===== config.mk =====
export PLATFORM = sky130hd
export DESIGN_NAME = tl_a_burst_buffer
export DESIGN_NICKNAME = d
export VERILOG_FILES = /design/src/rtl/tl_a_burst_buffer.sv
export SDC_FILE = /design/constraint.sdc
export NUM_CORES = 2
export LEC_CHECK = 0
export ABC_AREA = 1
export CAP_MARGIN = 20
export CORE_UTILIZATION = 65
export CTS_CLUSTER_DIAMETER = 120
export DETAILED_ROUTE_END_ITERATION = 12
export PLACE_DENSITY_LB_ADDON = 0.12
export SLEW_MARGIN = 10
export SYNTH_ARGS = -nofsm -noshare
export SYNTH_HDL_FRONTEND = slang
export SYNTH_SLANG_ARGS = --single-unit

===== constraint.sdc =====
create_clock -name clk -period 193.9 [get_ports clk]
set_input_delay 38.78 -clock clk [delete_from_list [all_inputs] [get_ports clk]]
set_output_delay 38.78 -clock clk [all_outputs]
set_load 0.05 [all_outputs]

===== src/rtl/tl_a_burst_buffer.sv =====
// Store-and-forward Channel A beat buffer: a message is offered to L2
// only once all of its beats are held, so bursts leave back-to-back.
module tl_a_burst_buffer #(
  parameter int DATA_W     = 64,
  parameter int ADDR_W     = 64,
  parameter int M_SOURCE_W = 6,
  parameter int DEPTH      = 16,
  parameter int CNT_W      = $clog2(DEPTH) + 1
) (
  input  logic                  clk,
  input  logic                  rst,
  input  logic                  in_valid_i,
  output logic                  in_ready_o,
  input  logic [2:0]            in_opcode_i,
  input  logic [2:0]            in_param_i,
  input  logic [3:0]            in_size_i,
  input  logic [M_SOURCE_W-1:0] in_source_i,
  input  logic [ADDR_W-1:0]     in_address_i,
  input  logic [7:0]            in_mask_i,
  input  logic [DATA_W-1:0]     in_data_i,
  input  logic                  in_corrupt_i,
  output logic                  out_valid_o,
  input  logic                  out_ready_i,
  output logic [2:0]            out_opcode_o,
  output logic [2:0]            out_param_o,
  output logic [3:0]            out_size_o,
  output logic [M_SOURCE_W-1:0] out_source_o,
  output logic [ADDR_W-1:0]     out_address_o,
  output logic [7:0]            out_mask_o,
  output logic [DATA_W-1:0]     out_data_o,
  output logic                  out_corrupt_o,
  output logic [CNT_W-1:0]      occupancy_o,
  output logic [CNT_W-1:0]      msg_count_o
);

  localparam int PTR_W = $clog2(DEPTH);
  localparam logic [CNT_W-1:0] FULL = CNT_W'(DEPTH);

  logic [2:0]            opc_q  [DEPTH];
  logic [2:0]            par_q  [DEPTH];
  logic [3:0]            siz_q  [DEPTH];
  logic [M_SOURCE_W-1:0] src_q  [DEPTH];
  logic [ADDR_W-1:0]     adr_q  [DEPTH];
  logic [7:0]            msk_q  [DEPTH];
  logic [DATA_W-1:0]     dat_q  [DEPTH];
  logic                  cor_q  [DEPTH];

  logic [PTR_W-1:0] wptr, rptr;
  logic [CNT_W-1:0] occ, msgs;
  logic [2:0]       in_beat, out_beat;
  logic             live;
  logic             push, pop, in_last, out_last;

  function automatic logic is_multi(input logic [2:0] op);
    return (op == 3'd0) || (op == 3'd1);
  endfunction

  // Once past beat 0 a message is necessarily a burst, so the
  // beat-0 opcode alone decides framing.
  assign in_last  = (in_beat == 3'd0) ? !is_multi(in_opcode_i)
                                      : (in_beat == 3'd7);
  assign out_last = (out_beat == 3'd0) ? !is_multi(opc_q[rptr])
                                       : (out_beat == 3'd7);

  assign in_ready_o  = live && (occ < FULL);
  assign out_valid_o = (msgs != '0);
  assign push        = in_valid_i && in_ready_o;
  assign pop         = out_valid_o && out_ready_i;

  assign out_opcode_o  = opc_q[rptr];
  assign out_param_o   = par_q[rptr];
  assign out_size_o    = siz_q[rptr];
  assign out_source_o  = src_q[rptr];
  assign out_address_o = adr_q[rptr];
  assign out_mask_o    = msk_q[rptr];
  assign out_data_o    = dat_q[rptr];
  assign out_corrupt_o = cor_q[rptr];
  assign occupancy_o   = occ;
  assign msg_count_o   = msgs;

  always_ff @(posedge clk or posedge rst) begin
    if (rst) begin
      for (int i = 0; i < DEPTH; i++) begin
        opc_q[i] <= '0;
        par_q[i] <= '0;
        siz_q[i] <= '0;
        src_q[i] <= '0;
        adr_q[i] <= '0;
        msk_q[i] <= '0;
        dat_q[i] <= '0;
        cor_q[i] <= 1'b0;
      end
    end else if (push) begin
      opc_q[wptr] <= in_opcode_i;
      par_q[wptr] <= in_param_i;
      siz_q[wptr] <= in_size_i;
      src_q[wptr] <= in_source_i;
      adr_q[wptr] <= in_address_i;
      msk_q[wptr] <= in_mask_i;
      dat_q[wptr] <= in_data_i;
      cor_q[wptr] <= in_corrupt_i;
    end
  end

  always_ff @(posedge clk or posedge rst) begin
    if (rst) begin
      live     <= 1'b0;
      wptr     <= '0;
      rptr     <= '0;
      occ      <= '0;
      msgs     <= '0;
      in_beat  <= '0;
      out_beat <= '0;
    end else begin
      live <= 1'b1;
      if (push) begin
        wptr    <= wptr + PTR_W'(1);
        in_beat <= in_last ? 3'd0 : in_beat + 3'd1;
      end
      if (pop) begin
        rptr     <= rptr + PTR_W'(1);
        out_beat <= out_last ? 3'd0 : out_beat + 3'd1;
      end
      unique case ({push, pop})
        2'b10:   occ <= occ + CNT_W'(1);
        2'b01:   occ <= occ - CNT_W'(1);
        default: occ <= occ;
      endcase
      unique case ({push && in_last, pop && out_last})
        2'b10:   msgs <= msgs + CNT_W'(1);
        2'b01:   msgs <= msgs - CNT_W'(1);
        default: msgs <= msgs;
      endcase
    end
  end

endmodule


==> report_table.html <==
<table>
<tr><th>Metric</th><th>Value</th></tr>
<tr><th colspan="2">Route</th></tr>
<tr><td>Residual DRC</td><td>0</td></tr>
<tr><td>Routed wire per std cell</td><td>21.2 microns</td></tr>
<tr><td>Drt first pass iters</td><td>8</td></tr>
<tr><td>Total number of vias</td><td>92894</td></tr>
<tr><td>Final wirelength</td><td>a little over 300000 microns</td></tr>
<tr><td>First DRT Iteration DRCs</td><td>11612</td></tr>
<tr><td>Average vias per placed instance</td><td>6.32</td></tr>
<tr><td>Post-route ant nets</td><td>0</td></tr>
<tr><th colspan="2">Place</th></tr>
<tr><td>HPWL after DPL</td><td>between 150000 and 200000 microns</td></tr>
<tr><td>Port Buffers</td><td>321</td></tr>
<tr><td>Final RePlAce weighted congestion</td><td>0.800</td></tr>
<tr><th colspan="2">Setup path</th></tr>
<tr><td>Count of cells along the worst register-to-register path</td><td>21</td></tr>
<tr><td>Number of buffers and inverters on the critical path</td><td>6</td></tr>
<tr><td>Worst Setup End Kind</td><td>primary output</td></tr>
<tr><td>Cell family contributing the most delay on the critical path</td><td>buffers and inverters</td></tr>
<tr><td>Max Fanout on Critical Path</td><td>between 200 and 250</td></tr>
<tr><td>Minimum setup slack among reg-to-reg paths</td><td>around 190 ns</td></tr>
<tr><td>CP cell instances</td><td>inv_8 &gt; buf_12 &gt; buf_4 &gt; buf_4 &gt; buf_4 &gt; o21ai_0 &gt; o221ai_1 &gt; o21ai_0 &gt; o22ai_1 &gt; clkdlybuf4s50_1</td></tr>
<tr><td>Path length in cells of the critical path</td><td>10</td></tr>
<tr><td>Slowest-stage cell, CP</td><td>sky130_fd_sc_hd__buf_4</td></tr>
<tr><td>Setup CP Type</td><td>reg2out</td></tr>
<tr><td>CP arrival</td><td>around 7.7 ns</td></tr>
<tr><td>Critical Path RT</td><td>155.12 ns</td></tr>
<tr><td>Worst Setup Start Kind</td><td>register</td></tr>
<tr><td>Delay of the slowest critical-path stage</td><td>0.92 ns</td></tr>
<tr><td>Most prevalent standard cell on the critical path</td><td>sky130_fd_sc_hd__buf_4</td></tr>
<tr><th colspan="2">Synth</th></tr>
<tr><td>Most frequently used cell type in the post-synthesis netlist</td><td>sky130_fd_sc_hd__o21ai_0</td></tr>
<tr><td>Cell Area, Synth</td><td>109000 sq um</td></tr>
<tr><td>Post-synth cell types</td><td>35</td></tr>
<tr><td>Mapped Avg Cell Area</td><td>about 8.5 sq um</td></tr>
<tr><td>Flip-flop cell with the highest count after synthesis</td><td>sky130_fd_sc_hd__dfrtp_1</td></tr>
<tr><td>Register bit total from synthesis</td><td>~2500</td></tr>
<tr><td>Most area-hungry cell type in the Yosys netlist</td><td>sky130_fd_sc_hd__dfrtp_1</td></tr>
<tr><td>Synth warn</td><td>0</td></tr>
<tr><td>Share of the synthesized area in the top cell type</td><td>0.567</td></tr>
<tr><td>Leading cell types by count after synthesis</td><td>sky130_fd_sc_hd__o21ai_0 (3233), sky130_fd_sc_hd__dfrtp_1 (2473), sky130_fd_sc_hd__nand2_1 (2011)</td></tr>
<tr><td>Number of cells produced by synthesis</td><td>12808</td></tr>
<tr><td>Post-synth EDFFs</td><td>0</td></tr>
<tr><td>Sequential-to-total area share from yosys stat</td><td>0.567</td></tr>
<tr><td>Share of async-settable or async-resettable flops after synthesis</td><td>1.00</td></tr>
<tr><td>Synth area leaders</td><td>sky130_fd_sc_hd__dfrtp_1 (57%), sky130_fd_sc_hd__o21ai_0 (15%), sky130_fd_sc_hd__nand2_1 (6.9%), sky130_fd_sc_hd__nor2_1 (5.8%), sky130_fd_sc_hd__a21oi_1 (3.8%)</td></tr>
<tr><td>Synthesized netlist net count</td><td>12986</td></tr>
<tr><th colspan="2">Clock tree</th></tr>
<tr><td>Cell chosen for the clock root</td><td>sky130_fd_sc_hd__clkbuf_16</td></tr>
<tr><td>Post-CTS Hold Fix Bufs</td><td>0</td></tr>
<tr><td>Post-CTS sizing</td><td>0</td></tr>
<tr><td>Buffers from clock root to sink, at most</td><td>3</td></tr>
<tr><td>Number of sinks handled by clock tree synthesis</td><td>2473</td></tr>
<tr><td>Total setup buffers inserted after CTS</td><td>0</td></tr>
<tr><td>Clock slew seen by the registers of the worst setup and hold paths</td><td>0.06 ns</td></tr>
<tr><td>Clock tree from TritonCTS</td><td>built</td></tr>
<tr><td>Num CTS Buffers</td><td>241</td></tr>
<tr><td>Latest clock arrival within the worst-skew pair</td><td>between 0.8 and 0.9 ns</td></tr>
<tr><td>H-Tree Depth</td><td>4</td></tr>
<tr><th colspan="2">GRT</th></tr>
<tr><td>Number of antenna violations at the first check in global routing</td><td>12</td></tr>
<tr><td>Largest net degree at the start of global routing</td><td>249</td></tr>
<tr><td>Overflow left after global routing</td><td>0</td></tr>
<tr><td>First-pass GRT wire length</td><td>492000 microns</td></tr>
<tr><td>Total Routing Usage GR</td><td>0.366</td></tr>
<tr><td>Number of global-route vias before repair</td><td>89400</td></tr>
<tr><th colspan="2">Timing</th></tr>
<tr><td>Slew at the pin closest to its max-slew limit</td><td>1.65 ns</td></tr>
<tr><td>Worst max-slew margin expressed relative to the limit</td><td>-0.102</td></tr>
<tr><td>Final setup viols</td><td>0</td></tr>
<tr><td>Max Clk Rate</td><td>21.5 MHz</td></tr>
<tr><td>Setup repair after global routing missed its margin</td><td>no</td></tr>
<tr><td>Final worst clock skew</td><td>0.0217 ns</td></tr>
<tr><td>Number of endpoints with negative hold slack in the final report</td><td>0</td></tr>
<tr><td>Worst hold margin</td><td>approximately 0.48 ns</td></tr>
<tr><td>Fin crit period</td><td>46.50 ns</td></tr>
<tr><td>Count of final max-slew check failures</td><td>105</td></tr>
<tr><td>Sum of negative setup slack</td><td>0 ns</td></tr>
<tr><td>Final cycle utilization of the critical path</td><td>0.240</td></tr>
<tr><th colspan="2">Floorplan</th></tr>
<tr><td>Boundary pin count</td><td>around 320</td></tr>
<tr><td>Cell row count</td><td>149</td></tr>
<tr><td>Die H</td><td>412 microns</td></tr>
<tr><td>Die outline width</td><td>412 microns</td></tr>
<tr><td>Standard cell core area</td><td>166000 sq um</td></tr>
<tr><td>Initial Util</td><td>0.658</td></tr>
<tr><td>Area enclosed by the die boundary</td><td>169000 sq um</td></tr>
<tr><th colspan="2">Flow run</th></tr>
<tr><td>Max-cap violations</td><td>0</td></tr>
<tr><th colspan="2">Min path</th></tr>
<tr><td>Hold Path Depth</td><td>2</td></tr>
<tr><td>Path class of the lowest-slack min-delay path</td><td>reg2reg</td></tr>
<tr><th colspan="2">Final layout</th></tr>
<tr><td>Share of final-layout standard cells stronger than drive strength 1</td><td>0.0417</td></tr>
<tr><td>Post-layout util</td><td>0.721</td></tr>
<tr><td>Final net count</td><td>12480</td></tr>
<tr><td>Post-synthesis to final-layout area growth</td><td>9.49%</td></tr>
<tr><th colspan="2">Power</th></tr>
<tr><td>Leakage power</td><td>53.8 nW</td></tr>
<tr><td>Worst ir drop on vdd</td><td>22.5 uV</td></tr>
<tr><td>Power density over the cells</td><td>between 15 and 20 nW/um^2</td></tr>
<tr><th colspan="2">Run status</th></tr>
<tr><td>Failing checks</td><td>max-slew violations</td></tr>
<tr><td>Status</td><td>finished with violations</td></tr>
</table>
==> layer usage <==
| layer | vias up | GRT usage | wire length (microns) |
|---|---|---|---|
| li1 | 42014 | - | - |
| met1 | 45307 | 0.508 | 125000 |
| met2 | 4822 | 0.585 | 144000 |
| met3 | 739 | 0.0572 | 30200 |
| met4 | 12 | 0.139 | 10900 |
| met5 | - | 0 | 78 |
==> final timing paths <==
check / to / startpoint
min in group asynchronous: adr_q[824] / rst
worst max-delay path: out_data_o[39] / rptr[0]
worst min-delay path: dat_q[661] / dat_q[661]
worst min register to register: dat_q[661] / dat_q[661]
worst max register to register: msg_count_o[4] / rptr[0]
max in group asynchronous: dat_q[221] / rst
==> cell families (layout without fill, tap and decap cells) <==
kind of cell    after synthesis  in the layout  share of synthesized area
compound gates             4740           4740                      0.231
simple gates               3879           3879                      0.137
flops                      2473           2473                      0.567
buf+inv                    1682           1368                     0.0619
fa+ha+maj                    21             21                    0.00255
xor+xnor                     12             12                   0.000963
other cells                   1             10                  0.0000344
==> per-stage QoR <==
stage / power, mW / setup slack [ns] / cell area, sq um / std cells
floorplan: 1.51 / 85.22 / 109000 / 12808
global placement: 1.74 / 147.90 / 111000 / 14242
detailed placement: 1.77 / 147.75 / 111000 / 14242
CTS: 2.25 / 147.42 / 119000 / 14677
global route: 2.40 / 147.00 / 119000 / 14687
finish: 2.26 / 147.40 / 119000 / 14692
==> tightest hold or removal path: stages (launching register included) <==
cell	delay (ns)
sky130_fd_sc_hd__dfrtp_1	0.34
sky130_fd_sc_hd__nand2_1	0.05
sky130_fd_sc_hd__o21ai_0	0.06
==> cell type report <==
class	count	area, sq um
Sequential cell	2473	61900
Fill cell	12360	46300
Multi-Input combinational cell	8653	40500
Clock buffer	379	7290
Timing Repair Buffer	442	4460
Tap cell	2189	2740
Inverter	491	1880
Clock inverter	56	619
Antenna cell	9	22.5
==> layout by cell type (no fill, tap or decap), drive strengths merged, types with 12 or more instances in the layout <==
cell           instances
clkbuf               380
nor2                1685
o21ai               3270
nand3                164
ha                    19
clkdlybuf4s50        321
o22ai                303
buf                  120
clkinv                38
o211ai               128
inv                  495
bufinv                12
o221ai               195
a21oi                835
dfrtp               2473
nand2               2015
==> power breakdown <==
group | total [mW] | internal (mW) | switching (mW)
Sequential | 0.846 | 0.732 | 0.114
Combinational | 0.943 | 0.306 | 0.638
Clock | 0.469 | 0.271 | 0.197
Total | 2.26 | 1.31 | 0.949
==> sequential cells by signal (all words and copies together) (netlist names), 4 cells and up <==
| name | flops |
|---|---|
| siz_q | 64 |
| msg_count_o | 5 |
| wptr | 4 |
| src_q | 96 |
| cor_q | 16 |
| adr_q | 1024 |
| opc_q | 48 |
| rptr | 4 |
| dat_q | 1024 |
| occupancy_o | 5 |
| msk_q | 128 |
| par_q | 48 |
(Power assumes the default switching activity.)
